$ cat config.mk
export PLATFORM = sky130hd
export DESIGN_NAME = mux_n_1_stream
export DESIGN_NICKNAME = d
export VERILOG_FILES = /design/src/rtl/mux_pkg.sv /design/src/rtl/rr_arbiter.sv /design/src/rtl/mux_n_1_stream.sv
export SDC_FILE = /design/constraint.sdc
export NUM_CORES = 1
export LEC_CHECK = 0
export CAP_MARGIN = 10
export CORE_UTILIZATION = 36
export CTS_CLUSTER_DIAMETER = 60
export DETAILED_ROUTE_END_ITERATION = 16
export GPL_TIMING_DRIVEN = 1
export PLACE_DENSITY_LB_ADDON = 0.12
export SYNTH_ARGS = -nofsm -noshare
export SYNTH_HDL_FRONTEND = slang
export SYNTH_SLANG_ARGS = --single-unit
$ cat constraint.sdc
create_clock -name clk -period 2.6 [get_ports clk]
set_input_delay 0.78 -clock clk [delete_from_list [all_inputs] [get_ports clk]]
set_output_delay 0.78 -clock clk [all_outputs]
set_load 0.005 [all_outputs]
$ cat src/rtl/mux_pkg.sv
// Shared constants and helpers for the N:1 valid/ready stream multiplexer.
package mux_pkg;

    localparam int MUX_MODE_FIXED = 0;
    localparam int MUX_MODE_RR    = 1;

    // Next channel index after idx, wrapping N-1 back to 0.
    function automatic int rr_next(input int idx, input int n);
        return (idx + 1 >= n) ? 0 : idx + 1;
    endfunction

endpackage

$ cat src/rtl/rr_arbiter.sv
// Combinational round-robin arbiter: first requester searching upward from
// last_grant+1 with wrap-around.
module rr_arbiter
    import mux_pkg::*;
#(
    parameter int N  = 4,
    parameter int SW = $clog2(N)
) (
    input  logic [N-1:0]  req,
    input  logic [SW-1:0] last_grant,
    output logic [SW-1:0] gnt_idx,
    output logic          gnt_valid
);

    int            idx;
    logic [SW-1:0] pos;

    always_comb begin
        gnt_idx   = '0;
        gnt_valid = 1'b0;
        pos       = '0;
        idx       = int'(last_grant);
        for (int k = 0; k < N; k++) begin
            idx = rr_next(idx, N);
            pos = SW'(idx);
            if (!gnt_valid && req[pos]) begin
                gnt_valid = 1'b1;
                gnt_idx   = pos;
            end
        end
    end

endmodule

$ cat src/rtl/mux_n_1_stream.sv
// N:1 valid/ready stream multiplexer with a one-beat registered output.
// Optional packet locking is enabled by defining MUX_PKT_LOCK_EN.
module mux_n_1_stream
    import mux_pkg::*;
#(
    parameter int N    = 4,
    parameter int W    = 8,
    parameter int MODE = MUX_MODE_FIXED,
    parameter int SW   = $clog2(N)
) (
    input  logic           clk,
    input  logic           rst_n,
    input  logic [N*W-1:0] in_data,
    input  logic [N-1:0]   in_valid,
    input  logic [N-1:0]   in_last,
    output logic [N-1:0]   in_ready,
    input  logic [SW-1:0]  sel,
    output logic [W-1:0]   out_data,
    output logic [SW-1:0]  out_ch,
    output logic           out_last,
    output logic           out_valid,
    input  logic           out_ready
);

    logic          load;
    logic          xfer;
    logic          base_valid;
    logic [SW-1:0] base_idx;
    logic          grant_valid;
    logic [SW-1:0] grant_idx;

    logic          vld_p1;
    logic [W-1:0]  data_p1;
    logic [SW-1:0] ch_p1;
    logic          last_p1;

    assign load = !vld_p1 || out_ready;

    generate
        if (MODE == MUX_MODE_RR) begin : g_rr
            logic [SW-1:0] last_grant;

            rr_arbiter #(.N(N), .SW(SW)) u_arb (
                .req        (in_valid),
                .last_grant (last_grant),
                .gnt_idx    (base_idx),
                .gnt_valid  (base_valid)
            );

            // Reset to N-1 so channel 0 wins the first arbitration.
            always_ff @(posedge clk or negedge rst_n) begin
                if (!rst_n)
                    last_grant <= SW'(N - 1);
                else if (xfer)
                    last_grant <= grant_idx;
            end
        end else begin : g_fixed
            // Compare against each index so sel >= N simply yields no grant.
            always_comb begin
                base_idx   = sel;
                base_valid = 1'b0;
                for (int i = 0; i < N; i++)
                    if (int'(sel) == i && in_valid[i])
                        base_valid = 1'b1;
            end
        end
    endgenerate

`ifdef MUX_PKT_LOCK_EN
    logic          lock_q;
    logic [SW-1:0] lock_ch;

    // A locked channel owns the output even while it is idle.
    always_comb begin
        if (lock_q) begin
            grant_idx   = lock_ch;
            grant_valid = in_valid[lock_ch];
        end else begin
            grant_idx   = base_idx;
            grant_valid = base_valid;
        end
    end

    always_ff @(posedge clk or negedge rst_n) begin
        if (!rst_n) begin
            lock_q  <= 1'b0;
            lock_ch <= '0;
        end else if (xfer) begin
            lock_q  <= !in_last[grant_idx];
            lock_ch <= grant_idx;
        end
    end
`else
    assign grant_idx   = base_idx;
    assign grant_valid = base_valid;
`endif

    // rst_n gating keeps every in_ready low while reset is held.
    assign xfer     = rst_n && load && grant_valid;
    assign in_ready = xfer ? (N'(1) << grant_idx) : '0;

    // Output stage: one beat deep, refilled whenever it is empty or popped.
    always_ff @(posedge clk or negedge rst_n) begin
        if (!rst_n) begin
            vld_p1  <= 1'b0;
            data_p1 <= '0;
            ch_p1   <= '0;
            last_p1 <= 1'b0;
        end else if (load) begin
            vld_p1 <= xfer;
            if (xfer) begin
                data_p1 <= in_data[grant_idx*W +: W];
                ch_p1   <= grant_idx;
                last_p1 <= in_last[grant_idx];
            end
        end
    end

    assign out_valid = vld_p1;
    assign out_data  = data_p1;
    assign out_ch    = ch_p1;
    assign out_last  = last_p1;

endmodule

-- Yosys cells after proc, flatten, opt, wreduce, memory -nomap -nowiden
Cells that the tools add are included.
- register bits: 12
- input bits: 45
- output and inout bits: 16
- word-level logic and storage cells: 27
- order comparisons: 1
- eq/ne operators: 3
- shifts and indexed selects: 2
- multiplexer cells: 7
- reductions and logical operators: 10
- operator list (operator ; count):
    $shiftx 32x6->8 ; 1
    $logic_and 1x1->1 ; 6
    $mux 1 ; 5
    $eq 2x2->1 const B ; 2
    $mux 4 ; 1
    $shl 1x2->4 const A ; 1
    $lt 2x3->1 const B ; 1
    $bmux 1 s2 ; 1
    $eq 2x1->1 const B ; 1
    $logic_not 2->1 ; 1
    $reduce_and 2->1 ; 1
    $logic_not 1->1 ; 1
    $logic_or 1x1->1 ; 1

-- Logic depth before layout (Yosys ltp)
- depth in word-level cells: 8
- mapped depth: 4
- mapped depth without buffers: 3

-- Worst setup path before layout
No wires, ideal clock.
- kind: input-to-output
- start point: in sel[1]
- end point: out in_ready[2]
- data arrival time: 1.463 ns
- data required time: 1.820 ns
- setup slack: 0.357 ns
- stages on the path: 4
- buffers on the path: 2
- path through: buf_2 > buf_1 > nand2_1 > nor3_1
- longest elaborated chain between the ends: 8
- elaborated cells between the ends (all ways): 15
- classes of those cells: eq/ne (3); shift (1); mux (5); reduce/logical (6)
- ends and longest elaborated chain (item ; RTL line ; RTL):
    start: declaration ; mux_n_1_stream.sv:17 ; input logic [SW-1:0] sel,
    $logic_not 2->1 ; mux_n_1_stream.sv:63 ; if (int'(sel) == i && in_valid[i])
    $logic_and 1x1->1 ; mux_n_1_stream.sv:63 ;
    $mux 1 (4 in series) ; mux_n_1_stream.sv:63 ;
    $logic_and 1x1->1 ; mux_n_1_stream.sv:99 ; assign xfer = rst_n && load && grant_valid;
    $mux 4 (*) ; mux_n_1_stream.sv:100 ; assign in_ready = xfer ? (N'(1) << grant_idx) : '0;
    end: declaration ; mux_n_1_stream.sv:16 ; output logic [N-1:0] in_ready,
Every way passes the cells marked *; elsewhere a longest branch is shown, timed or not.

-- Worst setup path in the final report
- start point: in in_valid[2]
- end point: out in_ready[2]
- longest elaborated chain between the ends: 5
- ends and longest elaborated chain (item ; RTL line ; RTL):
    start: declaration ; mux_n_1_stream.sv:14 ; input logic [N-1:0] in_valid,
    $logic_and 1x1->1 ; mux_n_1_stream.sv:63 ;
    $mux 1 (2 in series) ; mux_n_1_stream.sv:63 ;
    $logic_and 1x1->1 ; mux_n_1_stream.sv:99 ;
    $mux 4 ; mux_n_1_stream.sv:100 ;
Every way passes these cells.

==> metrics list <==
* Tmin final: 2.43 ns
* Routed Antenna Nets: 0
- Critical path start-end classification: primary input to output port
- The via count of the first global-routing pass was 820.
- In this run the number of H-tree levels came out at 1.
- Clock slew seen by the registers of the worst setup and hold paths: 0.08 ns
- Setup repair after global routing left no endpoint under its margin.
* Fillers: 134
- Total of flip-flops plus latches after synthesis: 12
- The max-slew violation total from the final report was 0.
* Total iterations of the first detailed-routing run: 2
- Vertical die dimension: 49.9 um
- For the worst-skew pair, the clock arrives at the later sink with an insertion delay of 0.26 ns.
* Arrival time of the worst setup path: 1.65 ns
- Initial antenna violation count: 0
- Summed over all cells, the static leakage comes to 0.687 nW.
* Post-synth EDFFs: 0
- For this configuration, the core starts out at a cell density of 40.0%.
- Final Instance Area: 1580 um^2
* Upper clock frequency limit: 0.412 GHz
- Largest net degree at the start of global routing: 17
- TritonCTS built the clock tree.
- Counting every instance in the synthesized netlist gives 53.
* Syn Std Cell Area: 825 um^2
* Top flip-flop cell by instance count after synthesis: sky130_fd_sc_hd__dfrtp_1
* Post-synthesis compound-gate area fraction: 2.28%
* Sink count of the clock tree: 12
* Portion of total power attributed to combinational logic: 42.5%
- For the pin with the worst max-slew slack, the measured transition is 0.253 ns.
- Wires add up to 2270 um.
- Largest family of logic cells by synthesized area: multiplexers
* Int Power: 0.000536 W
- No sink is reached through more buffers than the 2 on the longest clock path.
- Fin. Hold Viols: 0
* Relative area change from synthesis to final layout: 91.8%
* Share of the clock period used by the worst path after layout: 93.5%
- Cts bufs inserted: 3
* Net switching power figure: 0.000167 W
* Clock Tree Root: sky130_fd_sc_hd__clkbuf_4
- Final net count: 170
- After layout, the worst setup slack is 0.170 ns.
- Max-slew headroom: 83.1%
- Placed Cells: 147
* Final standard cell count with taps included and fillers excluded: 151
- Width of the die: 49.9 um
- Mean Syn Cell Area: 15.6 um^2
- Cell area power density: 444 nW/um^2
- The worst setup path is captured at an output port.
- Maximum resistive drop on vdd: 0.000320 V
* Startpoint types: primary input
* Full die area: 2490 um^2
- Adder-Cell Fraction of Synth Area: 0%
- Input and output buffers added on the ports amount to 60.
* Wire length of the first global-routing pass: 3800 um
* Post-synthesis cell type count: 18
* Multiplexer share of the synthesized area: 47.8%
- The number of nets in the synthesized netlist is 98.
- Pin placement for this block handled 61 I/O pins.
- After Yosys synthesis, XOR and XNOR cells account for 0% of the synthesized area.
* Post-DP HPWL: 1900 um
* Remaining Overflow, GRT: 0
* Post-CTS Repair Setup Buffers: 0
- Clk network pwr share: 20.5%
- Type of the tightest min-delay check: flop to flop
- Clock tree skew after final layout: 0.00421 ns
* Outcome: complete, no violations
- For this run, the share of the core covered by cells in the final layout is 76.7%.
- At the end of routability-driven placement, the weighted congestion stood at 0.705.
* Async set or reset register ratio after synthesis: 100%
* Yosys synthesis warning count: 0
* Sequential cell fraction of total power: 37.0%
- The first routing iteration left 4 violations.
* Fraction of power spent switching nets: 23.7%
* Cell Area, Placed: 1510 um^2
- 0 antenna diodes ended up in the layout.
- Average wire per cell in the routed design: 15.0 um
- After detailed routing, the number of remaining DRC violations is 0.
- For this design, the CTS-stage hold fixing added 0 buffers.
- The tool flagged a number of max-cap violations equal to 0.
* Accumulated negative setup slack: 0 ns
* Final setup violating endpoints: 0
- Critical Path RT: 1.82 ns
* Number of rows in the core area: 16
- In this run the worst path has a maximum fanout of 2.
- The floorplan step defined a core boundary enclosing 2060 um^2.
- Worst slack at placement: -0.456 ns
- Total vias in the final route: 778
- In the global route stage, overall resource usage came out at 20.7%.
* Portion of the post-synthesis area used by sequential elements: 36.4%
- Dividing the detail-routed via count by the number of cells gives 5.15.
- Fraction of layout instances using a drive strength above 1: 32.3%
* Synthesized-area fraction occupied by and/or/nand/nor cells: 9.41%
-- Yosys cell counts (2+ instances only) --
master	n	share of area [%]
sky130_fd_sc_hd__dfrtp_1	12	36
sky130_fd_sc_hd__mux2_2	12	16
sky130_fd_sc_hd__mux4_1	9	29
sky130_fd_sc_hd__nand2_1	5	2.3
sky130_fd_sc_hd__nand3_1	2	1.2
-- per-layer routing --
metal  up-vias  global-route usage [%]  share of wire, %
met2        34                    36.9                53
met4         0                    6.67              0.62
met1       376                    24.6                40
li1        366                       -                 -
met5         -                       0                 0
met3         2                    4.01               5.8
-- cell usage in the layout (no fill, tap or decap), drive strengths merged --
master         count
nor4b              1
nand2              5
clkbuf             4
nand2b             1
dlymetal6s2s       4
buf               13
nor3               1
nand3              3
dfrtp             12
clkdlybuf4s15      2
nor2               1
mux2              12
a31o               1
mux4              10
a22o               1
nor3b              1
clkdlybuf4s50     52
-- critical path, stage by stage --
cell and delay (ns):
sky130_fd_sc_hd__clkdlybuf4s50_1 0.47, sky130_fd_sc_hd__nand2_1 0.07, sky130_fd_sc_hd__nor3_2 0.11, sky130_fd_sc_hd__clkdlybuf4s15_2 0.22
-- state kept, by name (all words and copies together) (netlist names) --
register / cells
out_data: 8
out_ch: 2
out_last: 1
out_valid: 1
-- timing repair --
action | 4_1_cts | 5_1_grt
resized for setup | 17 | 7
setup endpoints to repair | 4 | 13
pin swaps | 0 | 2
hold endpoints to repair | 0 | 0
-- layout make-up --
type	count	area (um^2)	share of cell area (%)
timing repair buffer	71	684	43.3
multi-input combinational	37	527	33.3
sequential	12	300	19.0
clock buffer	4	36.3	2.29
tap	27	33.8	2.14
-- through the flow --
step / power, W / hold slack, ns
floorplan: 0.000362 / 0.484
finish: 0.000703 / 0.507
global route: 0.000746 / 0.518
CTS: 0.000712 / 0.511
detailed placement: 0.000561 / 0.493
global placement: 0.000549 / 0.486
-- power groups by stage --
stage,Clock (W),Combinational [W],Sequential (W)
5_1_grt,0.000161,0.000319,0.000267
6_report,0.000144,0.000299,0.000260
2_1_floorplan,0,0.0000978,0.000265
3_5_place_dp,0,0.000298,0.000263
3_3_place_gp,0,0.000290,0.000259
4_1_cts,0.000150,0.000302,0.000260
-- final timing paths --
| path | depth (start not counted) | slack, ns | start | end |
|---|---|---|---|---|
| max | 4 | 0.17 | in_valid[2] | in_ready[2] |
| min | 1 | 0.51 | out_data[6]$_DFFE_PN0P_ | out_data[6]$_DFFE_PN0P_ |
| max in group asynchronous | 2 | 1.78 | rst_n | out_valid$_DFFE_PN0N_ |
| max reg2reg | 4 | 1.34 | out_valid$_DFFE_PN0N_ | out_data[3]$_DFFE_PN0P_ |
| min reg2reg | 1 | 0.51 | out_data[6]$_DFFE_PN0P_ | out_data[6]$_DFFE_PN0P_ |
| min in group asynchronous | 2 | 0.64 | rst_n | out_ch[1]$_DFFE_PN0P_ |
-- logic make-up after synthesis --
group / count (synthesis)
multiplexers: 22
buffers and inverters: 4
AO/OA/AOI/OAI: 2
AND/OR/NAND/NOR: 13
flip-flops: 12
(Power assumes the default switching activity.)
